===== src/rtl/acc_drain.sv =====
// -----------------------------------------------------------------------------
// acc_drain
// Read-side sequencer for the double-buffered accumulator memory. A launch
// pulse captures a base address and a length. The block then walks the
// accumulator read port and streams the 64-bit entries downstream on a
// valid/ready interface. The accumulator has a 1-cycle registered read
// latency, so a small output FIFO holds returning data until it is accepted.
// Reads are only issued when a FIFO slot is guaranteed to be free.
//
// The controller must keep acc_buf_sel stable while busy=1.
//
// Ports:
//   clk, rst_n    clock, synchronous active-low reset
//   start         launch pulse, only honoured in IDLE
//   base_addr     first accumulator address (captured on start)
//   length        number of entries (captured on start, saturates at 2**ADDR_W)
//   busy          high while reading or draining
//   done          one-cycle completion pulse
//   acc_rd_en     accumulator read enable
//   acc_rd_addr   accumulator read address (holds the last issued address)
//   acc_rd_data   accumulator read data, valid one cycle after acc_rd_en
//   out_valid     output beat valid (FIFO not empty)
//   out_ready     output beat accepted
//   out_data      output beat data (FIFO head)
//   out_last      marks the final beat of the transfer
// -----------------------------------------------------------------------------
module acc_drain #(
    parameter int ADDR_W     = 8,
    parameter int DATA_W     = 64,
    parameter int LEN_W      = 9,
    parameter int FIFO_DEPTH = 2
) (
    input  logic              clk,
    input  logic              rst_n,
    input  logic              start,
    input  logic [ADDR_W-1:0] base_addr,
    input  logic [LEN_W-1:0]  length,
    output logic              busy,
    output logic              done,
    output logic              acc_rd_en,
    output logic [ADDR_W-1:0] acc_rd_addr,
    input  logic [DATA_W-1:0] acc_rd_data,
    output logic              out_valid,
    input  logic              out_ready,
    output logic [DATA_W-1:0] out_data,
    output logic              out_last
);

    localparam int CNT_W = $clog2(FIFO_DEPTH + 1);
    localparam int SUM_W = CNT_W + 1;
    localparam int PTR_W = (FIFO_DEPTH > 1) ? $clog2(FIFO_DEPTH) : 1;
    localparam logic [LEN_W-1:0] MAX_LEN = LEN_W'(2 ** ADDR_W);

    typedef enum logic [1:0] {
        ST_IDLE  = 2'd0,
        ST_READ  = 2'd1,
        ST_DRAIN = 2'd2,
        ST_DONE  = 2'd3
    } state_t;

    state_t             state_r, state_s;
    logic [ADDR_W-1:0]  base_r;
    logic [LEN_W-1:0]   len_r;
    logic [LEN_W-1:0]   issue_cnt_r;
    logic [ADDR_W-1:0]  rd_addr_r;
    logic               inflight_r;
    logic               inflight_last_r;

    logic [DATA_W-1:0]  fifo_data_r [FIFO_DEPTH];
    logic               fifo_last_r [FIFO_DEPTH];
    logic [PTR_W-1:0]   wr_ptr_r;
    logic [PTR_W-1:0]   rd_ptr_r;
    logic [CNT_W-1:0]   count_r;

    logic               pop_s;
    logic               push_s;
    logic               space_ok_s;
    logic               issue_s;
    logic               last_issue_s;
    logic               drain_empty_s;
    logic [ADDR_W-1:0]  next_addr_s;
    logic [LEN_W-1:0]   len_sat_s;

    // Circular pointer advance; also correct for non-power-of-two depths.
    function automatic logic [PTR_W-1:0] ptr_inc(input logic [PTR_W-1:0] p);
        if (p == PTR_W'(FIFO_DEPTH - 1)) begin
            ptr_inc = '0;
        end else begin
            ptr_inc = p + PTR_W'(1);
        end
    endfunction

    // Handshake, issue-credit and address datapath.
    always_comb begin
        pop_s        = 1'b0;
        push_s       = 1'b0;
        space_ok_s   = 1'b0;
        issue_s      = 1'b0;
        last_issue_s = 1'b0;
        next_addr_s  = '0;
        len_sat_s    = '0;

        pop_s  = (count_r != CNT_W'(0)) && out_ready;
        push_s = inflight_r;
        // count + inflight - pop < DEPTH, rearranged so nothing goes negative.
        space_ok_s = ({1'b0, count_r} + SUM_W'(inflight_r))
                     < (SUM_W'(FIFO_DEPTH) + SUM_W'(pop_s));
        issue_s      = (state_r == ST_READ) && space_ok_s;
        last_issue_s = issue_s && (issue_cnt_r == (len_r - LEN_W'(1)));
        next_addr_s  = base_r + issue_cnt_r[ADDR_W-1:0];
        if (length > MAX_LEN) begin
            len_sat_s = MAX_LEN;
        end else begin
            len_sat_s = length;
        end
    end

    // Drain completes in the cycle the final beat is handed off, so done
    // lands in the cycle right after the final handshake.
    assign drain_empty_s = !inflight_r && (count_r == CNT_W'(pop_s));

    // Next-state logic.
    always_comb begin
        state_s = state_r;
        case (state_r)
            ST_IDLE: begin
                if (start) begin
                    if (length == LEN_W'(0)) begin
                        state_s = ST_DONE;
                    end else begin
                        state_s = ST_READ;
                    end
                end else begin
                    state_s = ST_IDLE;
                end
            end
            ST_READ: begin
                if (last_issue_s) begin
                    state_s = ST_DRAIN;
                end else begin
                    state_s = ST_READ;
                end
            end
            ST_DRAIN: begin
                if (drain_empty_s) begin
                    state_s = ST_DONE;
                end else begin
                    state_s = ST_DRAIN;
                end
            end
            ST_DONE: state_s = ST_IDLE;
            default: state_s = ST_IDLE;
        endcase
    end

    // State, transfer parameters, issue counter and in-flight tracking.
    always_ff @(posedge clk) begin
        if (!rst_n) begin
            state_r         <= ST_IDLE;
            base_r          <= '0;
            len_r           <= '0;
            issue_cnt_r     <= '0;
            rd_addr_r       <= '0;
            inflight_r      <= 1'b0;
            inflight_last_r <= 1'b0;
        end else begin
            state_r         <= state_s;
            inflight_r      <= issue_s;
            inflight_last_r <= last_issue_s;
            if ((state_r == ST_IDLE) && start) begin
                base_r      <= base_addr;
                len_r       <= len_sat_s;
                issue_cnt_r <= '0;
            end else if (issue_s) begin
                issue_cnt_r <= issue_cnt_r + LEN_W'(1);
                rd_addr_r   <= next_addr_s;
            end
        end
    end

    // FIFO storage; contents need no reset because count_r qualifies them.
    always_ff @(posedge clk) begin
        if (push_s) begin
            fifo_data_r[wr_ptr_r] <= acc_rd_data;
            fifo_last_r[wr_ptr_r] <= inflight_last_r;
        end
    end

    // FIFO pointers and occupancy; simultaneous push and pop leave count unchanged.
    always_ff @(posedge clk) begin
        if (!rst_n) begin
            wr_ptr_r <= '0;
            rd_ptr_r <= '0;
            count_r  <= '0;
        end else begin
            if (push_s) begin
                wr_ptr_r <= ptr_inc(wr_ptr_r);
            end
            if (pop_s) begin
                rd_ptr_r <= ptr_inc(rd_ptr_r);
            end
            case ({push_s, pop_s})
                2'b10:   count_r <= count_r + CNT_W'(1);
                2'b01:   count_r <= count_r - CNT_W'(1);
                default: count_r <= count_r;
            endcase
        end
    end

    assign busy        = (state_r == ST_READ) || (state_r == ST_DRAIN);
    assign done        = (state_r == ST_DONE);
    assign acc_rd_en   = issue_s;
    assign acc_rd_addr = issue_s ? next_addr_s : rd_addr_r;
    assign out_valid   = (count_r != CNT_W'(0));
    // Head data is masked while empty so the outputs read 0 after reset.
    assign out_data    = out_valid ? fifo_data_r[rd_ptr_r] : '0;
    assign out_last    = out_valid & fifo_last_r[rd_ptr_r];

endmodule

===== config.mk =====
export PLATFORM = sky130hd
export DESIGN_NAME = acc_drain
export DESIGN_NICKNAME = d
export VERILOG_FILES = /design/src/rtl/acc_drain.sv
export SDC_FILE = /design/constraint.sdc
export NUM_CORES = 1
export LEC_CHECK = 0
export BUFFER_PORTS_ARGS = -buffer_cell sky130_fd_sc_hd__buf_2
export CORE_MARGIN = 2
export CORE_UTILIZATION = 30
export CTS_CLUSTER_DIAMETER = 40
export DETAILED_ROUTE_END_ITERATION = 6
export SYNTH_ARGS = -nofsm -noshare
export SYNTH_HDL_FRONTEND = slang
export SYNTH_SLANG_ARGS = --single-unit

===== constraint.sdc =====
create_clock -name clk -period 7.3 [get_ports clk]
set_input_delay 1.46 -clock clk [delete_from_list [all_inputs] [get_ports clk]]
set_output_delay 1.46 -clock clk [all_outputs]
set_load 0.05 [all_outputs]

### Word level (Yosys, flattened, before mapping)

Memories as Yosys holds them, arrays and structs flattened. A register that Yosys moved wholly into a read port is not among the register bits.
Cells that the tools add are included.

* add/subtract/negate cells: 9
* $lt $le $gt $ge: 2
* equality and inequality tests: 7
* multiplexer cells: 17
* bitwise gates (word level): 2
* reduce and logical (&&, ||, !) cells: 12

Operators by type and width (number)
* $mux 64: 1
* $add 9x1->9 const B: 1
* $eq 9x9->1: 1
* $gt 9x9->1 const B: 1
* $logic_not 9->1: 1
* $mux 1: 9
* $mux 9: 1
* $sub 9x1->9 const B: 1
* $add 8x8->8: 1
* $mux 8: 1
* $pmux 2 s4: 1
* $eq 2x2->1 const B: 3
* $mux 2: 3
* $logic_and 1x1->1: 5
* $eq 2x1->1 const B: 2
* $pmux 2 s2: 1
* $reduce_bool 2->1: 2
* $add 2x1->3: 1
* $add 2x1->3 const A: 1
* $lt 3x3->1: 1
* $add 1x1->1 const B: 2
* $add 2x1->2 const B: 1
* $eq 2x1->1: 1
* $logic_not 2->1: 1
* 6 further kinds: 6

* bits in registers: 42
* memory bits (writable): 130
* input bits: 85
* output and inout bits: 77
* word-level logic and storage cells: 61
* memories kept: 2

Memories
* fifo_data_r: words 2, bits a word 64, rd ports 1, clocked after Yosys merged registers in 1, wr ports 1, RTL line 69 `logic [DATA_W-1:0] fifo_data_r [FIFO_DEPTH];`
* fifo_last_r: words 2, bits a word 1, rd ports 1, clocked after Yosys merged registers in 1, wr ports 1, RTL line 70 `logic fifo_last_r [FIFO_DEPTH];`

### Logic depth before layout (Yosys ltp)

* word-level depth: 8
* gate-level depth with buffers: 9

### Worst setup path after synthesis

No wires, ideal clock.

* path type: input-to-output
* from: in out_ready
* to: out acc_rd_addr[2]
* arrival time: 3.165 ns
* data required time: 5.840 ns
* setup slack: 2.675 ns
* stages on the path: 5
* cells stage by stage: o21ai_1 -> o21ai_0 -> nand2_1 -> clkbuf_1 -> o21ai_0

* word-level cells in the longest chain between the ends: 5

Ends and longest elaborated chain
* from (decl): RTL line 44 `input logic out_ready,`
* $logic_and 1x1->1: RTL line 103 `pop_s = (count_r != CNT_W'(0)) && out_ready;`
* $add 2x1->3: RTL line 107 `< (SUM_W'(FIFO_DEPTH) + SUM_W'(pop_s));`
* $lt 3x3->1: RTL line 107
* $logic_and 1x1->1: RTL line 108 `issue_s = (state_r == ST_READ) && space_ok_s;`
* $mux 8
* to (decl): RTL line 41 `output logic [ADDR_W-1:0] acc_rd_addr,`

Every way passes these cells.

### Worst setup path in the final report

* from: in out_ready
* to: out acc_rd_addr[5]

Same word-level chain as after synthesis.

==> results by group <==
Run status
  • Status: complete, no violations

Clock network
  • H-tree levels: 4
  • Post CTS Setup Buffer Count: 0
  • CTS root buffer: clkbuf_16
  • Maximum clock path buffer count: 2
  • Cts bufs inserted: 17
  • TritonCTS clock tree: done
  • Post-CTS Resized: 0
  • Clk slew on worst S/H paths: 0.07 ns
  • Post-CTS Hold Buffers: 0
  • Clock Sink Count: approximately 170
  • Clock Latency Late Sink: approximately 0.42 ns

Layout
  • Final instance area: just under 9000 um^2
  • Antenna Diode Count: 0
  • Share of cells above drive strength 1: 29.25%
  • Multi-input gate area: about 2300 um^2
  • Area delta synth->final: 23.73%
  • Post-layout nets: slightly above 800
  • Filler instances: roughly 2,300
  • Final core occ: 38.02%
  • FF/Latch Area: ~4800 um^2

Global route
  • Pin count of the biggest net entering global routing: between 60 and 70
  • First-pass GRT wire length: between 20,000 and 30,000 um
  • Gr ovfl total: 0
  • Vias in the first global route: ~4,700
  • Initial antenna violation count: 1
  • GRT Total Usage: between 10% and 20%

Placement
  • DP HPWL: 10,290 um
  • Placed cell areas: approximately 8400 um^2
  • Input/output buffers: roughly 160
  • Placer congestion estimate: roughly 0.73

Setup path
  • CP arrival: 3.17 ns
  • Reg2Reg Depth: 8
  • Required time worst endpoint: 5.84 ns
  • R2R setup slack: about 4.6 ns
  • Crit Path Max Fanout: 16
  • R2R Path Start: count_r[0]$_SDFFE_PN0P_
  • Worst setup path class: primary input to output port
  • Startpoint type of the worst setup path: primary input
  • Worst setup EP type: output port
  • Reg-to-reg endpoint: inflight_last_r$_SDFF_PN0_

Timing
  • Final Hold Viols: 0
  • Max-slew headroom: between 30% and 40%
  • Clock skew: about 0.014 ns
  • FMAX: approximately 220 MHz
  • Period minus WS final: roughly 4.6 ns
  • Final Hold Slack: between 0.4 and 0.5 ns
  • Tightest Pin Transition: roughly 0.92 ns
  • Unrepaired setup endpoints after global routing: no
  • Count of final setup violators: 0
  • Final max-slew violation count: 0
  • Crit share post-route: between 60% and 70%
  • Setup_tns: 0 ns

Power and ir drop
  • Comb pwr share: between 20% and 30%
  • Clock share of power: 30.6%
  • Lkg Pwr: approximately 3.4 nW
  • Sw frac: 37.90%
  • Internal power: approximately 1.8 mW
  • Max VDD drop: 0.1353 mV
  • Part of the power in registers: roughly 40%
  • Pwr Density: approximately 320 nW/um^2
  • Net switching power: approximately 1.1 mW
  • Power, Total: ~2.9 mW

Floorplanning
  • Die Wd: about 160 um
  • # IOs: approximately 160
  • Core area: approximately 24,000 um^2
  • Die area: around 25,000 um^2
  • # rows: 56
  • DIE HEIGHT: 159.3 um
  • Initial Util: 30.73%

Routing
  • Routed WL per cell: around 15 um
  • Post-Route WL: between 15,000 and 20,000 um
  • Routed vias/inst: about 4.6
  • Vias: roughly 4,700
  • Drt initial violations: 265
  • Router iterations before antenna repair: 4
  • Detail Route Antenna Nets: 0
  • DRC viols: 0

Logic synthesis
  • Sequential fraction of the synthesis area: 65.86%
  • Top cell type by total area after synthesis: edfxtp_1
  • Mean Syn Cell Area: 13.20 um^2
  • FFs w/ async S/R, synth: 0%
  • Number of synthesized flops with an enable pin: 130
  • Post-synth top cells: 130 x edfxtp_1, 81 x nor2_1, 66 x mux2i_1
  • Synth top area share: 53.96%
  • Syn Inst Count: 548
  • Count leader, synth: edfxtp_1
  • Unique masters post-synth: 49
  • Synth Register Bits: 173
  • Synth area leaders: edfxtp_1 54%, dfxtp_1 12%, mux2i_1 9.1%
  • Yosys Warn Count: 0
  • Top FF cell, synth: edfxtp_1
  • Post-Synthesis Cell Area: roughly 7200 um^2
  • Syn Nets: between 600 and 700

Hold path
  • Hold EP: fifo_last_r[1]$_DFFE_PP_
  • Hold crit path type: flop to flop
  • Hold path cells: 0
  • HP Start: inflight_last_r$_SDFF_PN0_

Job
  • Max_cap viols: 0
## per-stage QoR
stage / std cells / setup slack [ns]
after floorplan: 548 / 2.675
final: 1037 / 2.668
after global routing: 1037 / 2.499
after CTS: 1037 / 2.671
after detailed placement: 1006 / 2.676
after global placement: 1006 / 2.688
## final cells by class
cell class | count | share of cell area [%]
Tap cell | 319 | 4.459
Inverter | 16 | 0.6710
Multi-Input combinational cell | 333 | 25.92
Timing Repair Buffer | 165 | 9.337
Sequential cell | 173 | 53.27
Clock buffer | 17 | 4.753
Clock inverter | 14 | 1.594
## kinds of logic (layout without fill, tap and decap cells)
| logic type | count (synthesis) | after routing | synth area share [%] |
|---|---|---|---|
| compound gates | 68 | 68 | 6.607 |
| xor+xnor | 23 | 23 | 2.784 |
| fa+ha+maj | 18 | 18 | 3.217 |
| buf+inv | 42 | 212 | 2.300 |
| flops | 173 | 173 | 65.86 |
| mux | 67 | 67 | 9.287 |
| simple gates | 157 | 157 | 9.945 |
## per-layer routing
metal,up-vias,track usage (%),part of all wire (%),wire [um]
li1,2301,-,-,-
met1,2271,17.01,47,7454
met2,142,20.42,46,7256
met3,8,3.360,5.7,895
met4,2,3.347,0.67,105
met5,-,0,0.083,13
## registers in the layout (all words and copies together), names as in the netlist, named ones only
signal           flops
rd_ptr_r             1
rd_addr_r            8
issue_cnt_r          9
inflight_r           1
fifo_data_r        128
len_r                9
wr_ptr_r             1
inflight_last_r      1
fifo_last_r          2
count_r              2
state_r              2
base_r               8
## power groups by stage
stage                     Sequential [mW]  Clock (mW)  Combinational (mW)
after floorplan                      1.15           0               0.662
after global placement               1.17           0               0.853
after detailed placement             1.17           0               0.855
after CTS                            1.15       0.905               0.857
after global routing                 1.15       0.943               0.904
final                                1.14       0.876               0.846
## how the worst max path moves through the flow
stage                          from              to  slack [ns]  depth (start not counted)
after floorplan           out_ready  acc_rd_addr[2]        2.68                          5
after global placement    out_ready  acc_rd_addr[5]        2.69                          7
after detailed placement  out_ready  acc_rd_addr[5]        2.68                          7
after CTS                 out_ready  acc_rd_addr[5]        2.67                          7
after global routing      out_ready  acc_rd_addr[5]        2.50                          7
final                     out_ready  acc_rd_addr[5]        2.67                          7
## placed cells by master (no fill, tap or decap), types with 3 or more instances in the layout
cell       count
buf_2        161
edfxtp_1     130
nor2_1        79
mux2i_1       66
dfxtp_1       42
nand2_1       32
o21ai_0       21
a22o_1        18
xnor2_1       17
ha_1          17
clkbuf_16     17
inv_1         15
a21oi_1        7
xor2_1         6
or3_1          6
and2_1         6
nand4_1        6
inv_8          6
nand3_1        5
and3_1         4
buf_4          4
o21a_1         3
nor2b_1        3
inv_6          3
## worst max-delay path: stages
cell and delay, ns:
buf_2 0.08, o21ai_1 0.11, o21ai_0 0.22, nand2_1 0.33, inv_2 0.38, mux2_2 0.37
buf_2 0.21
No activity file was read; power rests on OpenSTA's default activity.
